File: config.mk
export PLATFORM = sky130hd
export DESIGN_NAME = uart_tx_arbiter
export DESIGN_NICKNAME = d
export VERILOG_FILES = /design/src/rtl/uart_pkg.sv /design/src/rtl/rr_picker.sv /design/src/rtl/uart_tx_arbiter.sv
export SDC_FILE = /design/constraint.sdc
export NUM_CORES = 1
export LEC_CHECK = 0
export CORE_MARGIN = 1
export CORE_UTILIZATION = 48
export DETAILED_ROUTE_END_ITERATION = 16
export PLACE_DENSITY = 0.85
export REMOVE_ABC_BUFFERS = 1
export SLEW_MARGIN = 10
export SYNTH_ARGS = -nofsm -noshare
export SYNTH_HDL_FRONTEND = slang
export SYNTH_HIERARCHICAL = 1
export SYNTH_SLANG_ARGS = --single-unit
File: constraint.sdc
create_clock -name clk -period 3.46 [get_ports clk]
set_input_delay 1.038 -clock clk [delete_from_list [all_inputs] [get_ports clk]]
set_output_delay 1.038 -clock clk [all_outputs]
set_load 0.1 [all_outputs]
File: src/rtl/uart_pkg.sv
// uart_pkg: shared FSM state type and default parameters for the UART transmit arbiter
package uart_pkg;
  typedef enum logic [1:0] {IDLE, LAUNCH, WAIT_DONE} state_t;
  localparam int DEF_NUM_REQ     = 4;
  localparam int DEF_DATA_W      = 8;
  localparam int DEF_TIMEOUT_CYC = 4096;
endpackage

File: src/rtl/rr_picker.sv
// rr_picker: combinational round-robin search from ptr upward, wrapping to 0
module rr_picker #(
  parameter int NUM_REQ = 4,
  localparam int IDX_W  = $clog2(NUM_REQ)
) (
  input  logic [NUM_REQ-1:0] req,
  input  logic [IDX_W-1:0]   ptr,
  output logic [IDX_W-1:0]   winner,
  output logic               valid
);
  logic [IDX_W-1:0] w_idx;
  // Scan from the farthest offset down so the closest hit to ptr wins last
  always_comb begin
    winner = '0;
    valid  = 1'b0;
    w_idx  = '0;
    for (int k = NUM_REQ - 1; k >= 0; k--) begin
      w_idx = IDX_W'((int'(ptr) + k) % NUM_REQ);
      if (req[w_idx]) begin
        winner = w_idx;
        valid  = 1'b1;
      end
    end
  end
endmodule

File: src/rtl/uart_tx_arbiter.sv
// uart_tx_arbiter: round-robin arbitration of byte requesters onto one UART transmitter
module uart_tx_arbiter
  import uart_pkg::*;
#(
  parameter int NUM_REQ     = DEF_NUM_REQ,
  parameter int DATA_W      = DEF_DATA_W,
  parameter int TIMEOUT_CYC = DEF_TIMEOUT_CYC,
  localparam int IDX_W      = $clog2(NUM_REQ),
  localparam int CNT_W      = $clog2(TIMEOUT_CYC)
) (
  input  logic                      clk,
  input  logic                      reset,
  input  logic [NUM_REQ-1:0]        req,
  input  logic [NUM_REQ*DATA_W-1:0] req_data,
  output logic [NUM_REQ-1:0]        gnt,
  output logic                      tx_start,
  output logic [DATA_W-1:0]         tx_data,
  input  logic                      tx_busy,
  input  logic                      tx_done,
  output logic [IDX_W-1:0]          grant_id,
  output logic                      timeout_err
);
  state_t             r_state;
  logic [IDX_W-1:0]   r_ptr;
  logic [IDX_W-1:0]   r_grant_id;
  logic [CNT_W-1:0]   r_cnt;
  logic [NUM_REQ-1:0] r_gnt;
  logic               r_tx_start;
  logic [DATA_W-1:0]  r_tx_data;
  logic               r_timeout_err;
  logic [IDX_W-1:0]   w_winner;
  logic               w_valid;
  logic [DATA_W-1:0]  w_bytes [NUM_REQ];

  for (genvar g = 0; g < NUM_REQ; g++) begin : g_bytes
    assign w_bytes[g] = req_data[g*DATA_W +: DATA_W];
  end

  rr_picker #(.NUM_REQ(NUM_REQ)) u_picker (
    .req    (req),
    .ptr    (r_ptr),
    .winner (w_winner),
    .valid  (w_valid)
  );

  always_ff @(posedge clk) begin
    if (reset) begin
      r_state       <= IDLE;
      r_ptr         <= '0;
      r_grant_id    <= '0;
      r_cnt         <= '0;
      r_gnt         <= '0;
      r_tx_start    <= 1'b0;
      r_tx_data     <= '0;
      r_timeout_err <= 1'b0;
    end else begin
      r_gnt         <= '0;
      r_tx_start    <= 1'b0;
      r_timeout_err <= 1'b0;
      case (r_state)
        IDLE: if (w_valid && !tx_busy) begin
          r_state    <= LAUNCH;
          r_grant_id <= w_winner;
          r_tx_data  <= w_bytes[w_winner];
          r_gnt      <= NUM_REQ'(1) << w_winner;
          r_tx_start <= 1'b1;
        end
        LAUNCH: begin
          r_state <= WAIT_DONE;
          r_ptr   <= r_grant_id == IDX_W'(NUM_REQ - 1) ? '0 : r_grant_id + 1'b1;
          r_cnt   <= '0;
        end
        WAIT_DONE: begin
          // Timeout fires as the counter steps onto TIMEOUT_CYC-1; tx_done on that edge wins
          if (tx_done) r_state <= IDLE;
          else begin
            r_cnt <= r_cnt + 1'b1;
            if (r_cnt == CNT_W'(TIMEOUT_CYC - 2)) begin
              r_state       <= IDLE;
              r_timeout_err <= 1'b1;
            end
          end
        end
        default: r_state <= IDLE;
      endcase
    end
  end

  assign gnt         = r_gnt;
  assign tx_start    = r_tx_start;
  assign tx_data     = r_tx_data;
  assign grant_id    = r_grant_id;
  assign timeout_err = r_timeout_err;
endmodule

==> flow_metrics.py <==
metrics = {
    "drt": {
        "vias_per_cell": 5.50,
        "drtAntennaViolNets": 0,
        "vias": 1497,
        "dr.pass1.iters": 4,
        "drt_iter0_drc": 94,
        "totalWireLength_um": 3830,
        "drc_errors": 0,
        "wl_per_cell_um": 14.1,
    },
    "global_route": {
        "grt_max_degree": 22,
        "track_usage_pct": 24.7,
        "antenna_found_initial": 0,
        "grt_pass1_vias": 1502,
        "grt_pass1_wl_um": 6350,
        "grt_overflow_total": 0,
    },
    "timing": {
        "fin_crit_sh_pct": 80.7,
        "drv_slew": 0,
        "max_freq_ghz": 0.358,
        "hold_violations": 0,
        "finalCriticalPeriod_ps": 2790,
        "slew_headroom_pct": 40.8,
        "rsz0062_at_grt": "false",
        "fin_skew_ps": 2.69,
        "tightest_slew_ps": 885,
        "fin_setup_tns_ps": 0,
        "setup_violations": 0,
    },
    "clock_network": {
        "cts_tree": "done",
        "clock_path_buffers": 2,
        "insertion_delay_ps": 330,
        "cts_sinks": 32,
        "cts_buffers": 5,
        "cts.repair.resized": 0,
        "h-tree-depth": 2,
        "clkTransAtPathRegs_ps": 100,
        "cts-hold-fix-buffers": 0,
        "root_buffer": "clkbuf_4",
        "postCtsSetupBuffers": 0,
    },
    "pwr": {
        "power.density_nw_per_um2": 397,
        "vdd_ir_drop_max_v": 0.000255,
        "p_leak_nw": 0.805,
    },
    "job": {
        "drv_cap": 0,
    },
    "layout": {
        "num_antenna_cells": 0,
        "final_common_cell": "clkdlybuf4s50_1",
        "area_delta_synth_final_pct": 39.4,
        "final_nets": 270,
        "final_cell_mix": "clkdlybuf4s50_1, dfxtp_1, nand2_1, a21oi_1, buf_4",
        "final_core_util_pct": 70.7,
        "layout-drive-gt1-share_pct": 16.2,
    },
    "yosys": {
        "yosysSeqAreaShare_pct": 41.1,
        "synth_top_family_by_area": "simple AND/OR/NAND/NOR gates",
        "syn_avg_cell_area_um2": 9.18,
        "synth_edf_count": 0,
        "yosys-mux-area-fraction_pct": 12.2,
        "ys_types": 37,
        "synth_flop_cell": "dfxtp_1",
        "synth_compound_area_share_pct": 14.5,
        "ys_warn_count": 6,
        "ys_ff_latch": 32,
        "syn-cell-area_um2": 1560,
        "synthAdderAreaFrac_pct": 2.41,
        "postSynthCellCount": 170,
        "synth_xor_xnor_area_share_pct": 1.68,
        "synth-simple-area-share_pct": 25.3,
        "async_reset_ff_share_pct": 0,
    },
    "min_path": {
        "min_to": "tx_data[2]$_SDFFE_PP0N_",
        "worstHoldStart": "tx_data[2]$_SDFFE_PP0N_",
        "holdPathStages": 2,
        "worstHoldPathType": "flip-flop to flip-flop",
    },
    "worst_setup_path": {
        "start_kind": "input port",
        "cp_max_fo": 13,
        "reg2reg_to": "tx_data[3]$_SDFFE_PP0N_",
        "ff2ff_path_depth": 6,
        "worstPathRequired_ps": 3680,
        "r2r-start": "r_ptr[0]$_SDFFE_PP0P_",
        "criticalPathCategory": "input port to flip-flop",
        "critPathCaptureType": "flip-flop",
        "r2r_setup_slack_ps": 1420,
        "arrival_ps": 3010,
    },
    "outcome": {
        "outcome": "complete, no violations",
    },
    "die": {
        "num_rows": 20,
        "io_pins": 56,
        "fp.dieW_um": 59.0,
        "coreArea_um2": 3080,
        "die-area_um2": 3480,
        "initial_core_util_pct": 50.7,
        "die_y_um": 59.0,
    },
    "place": {
        "dp_hpwl_um": 2870,
        "port_buffers": 55,
        "place_congestion": 0.854,
    },
}
[registers in the layout, indices dropped and copies added (netlist names)]
signal / count
r_cnt: 12
tx_data: 8
tx_start: 1
r_ptr: 2
r_state: 2
timeout_err: 1
grant_id: 2
gnt: 4
[area by class of cell]
class / instances / area [um2]
clock buffer: 8 / 58.8
fill: 247 / 903
inverter: 3 / 11.3
multi-input combinational: 127 / 876
sequential: 32 / 641
tap: 44 / 55.1
timing repair buffer: 58 / 533
[worst max-delay path: stages]
cell and delay [ps]:
clkdlybuf4s50_1 440, nor3b_1 210, a211oi_1 80, nor2_1 680
mux4_2 420, nand2_1 80, a21oi_1 60
[cell usage after synthesis (2+ instances only)]
cell / number / area [um2]
o21ai_0: 5 / 25.0
o211ai_1: 2 / 15.0
dfxtp_1: 32 / 641
nand4_1: 2 / 12.5
or4_1: 3 / 22.5
mux4_2: 8 / 180
a21oi_1: 20 / 100
ha_1: 3 / 37.5
nand2b_1: 5 / 31.3
buf_2: 2 / 10.0
o31ai_1: 3 / 22.5
or3_1: 4 / 25.0
a32oi_1: 2 / 17.5
nor4_1: 2 / 12.5
inv_1: 3 / 11.3
nor2_1: 15 / 56.3
nand2_1: 29 / 109
nand3_1: 3 / 15.0
clkbuf_1: 6 / 22.5
and4_1: 2 / 17.5
xor2_1: 3 / 26.3
[per-layer routing]
metal | vias up | global-route usage [%] | wire length [um]
li1 | 731 | - | -
met1 | 705 | 27.6 | 1540
met2 | 54 | 42.2 | 1950
met3 | 7 | 9.17 | 281
met4 | 0 | 10.5 | 57
met5 | - | 0 | 0
[through the flow]
stage	area, um2	total power, W	setup WS (ps)	hold WS (ps)	cells
floorplan	1530	0.000557	702	448	162
global placement	2120	0.000640	389	445	264
detailed placement	2120	0.000646	315	451	264
CTS	2170	0.000868	674	467	272
global route	2170	0.000896	570	497	272
finish	2170	0.000863	669	465	272
[worst max-delay path by stage]
stage                     cells past startpoint                      end  slack (ps)   start
after floorplan                               5  tx_data[0]$_SDFFE_PP0N_         700  req[3]
after global placement                        7  tx_data[4]$_SDFFE_PP0N_         390  req[1]
after detailed placement                      7  tx_data[2]$_SDFFE_PP0N_         320  req[1]
after CTS                                     7  tx_data[3]$_SDFFE_PP0N_         670  req[1]
after global routing                          7  tx_data[3]$_SDFFE_PP0N_         570  req[1]
final                                         7  tx_data[3]$_SDFFE_PP0N_         670  req[1]
[logic make-up (layout without fill, tap and decap cells)]
logic type | Yosys count | in the layout
xor+xnor | 3 | 3
buf+inv | 11 | 69
simple gates | 75 | 75
fa+ha+maj | 3 | 3
compound gates | 37 | 37
mux | 9 | 9
flops | 32 | 32
[report_power, final]
group / leakage, nW / switching (W) / internal (W)
clock: 0.0326 / 0.000125 / 0.000100
combinational: 0.513 / 0.000145 / 0.0000955
sequential: 0.260 / 0.0000132 / 0.000383
total: 0.805 / 0.000284 / 0.000579
(Power assumes the default switching activity.)
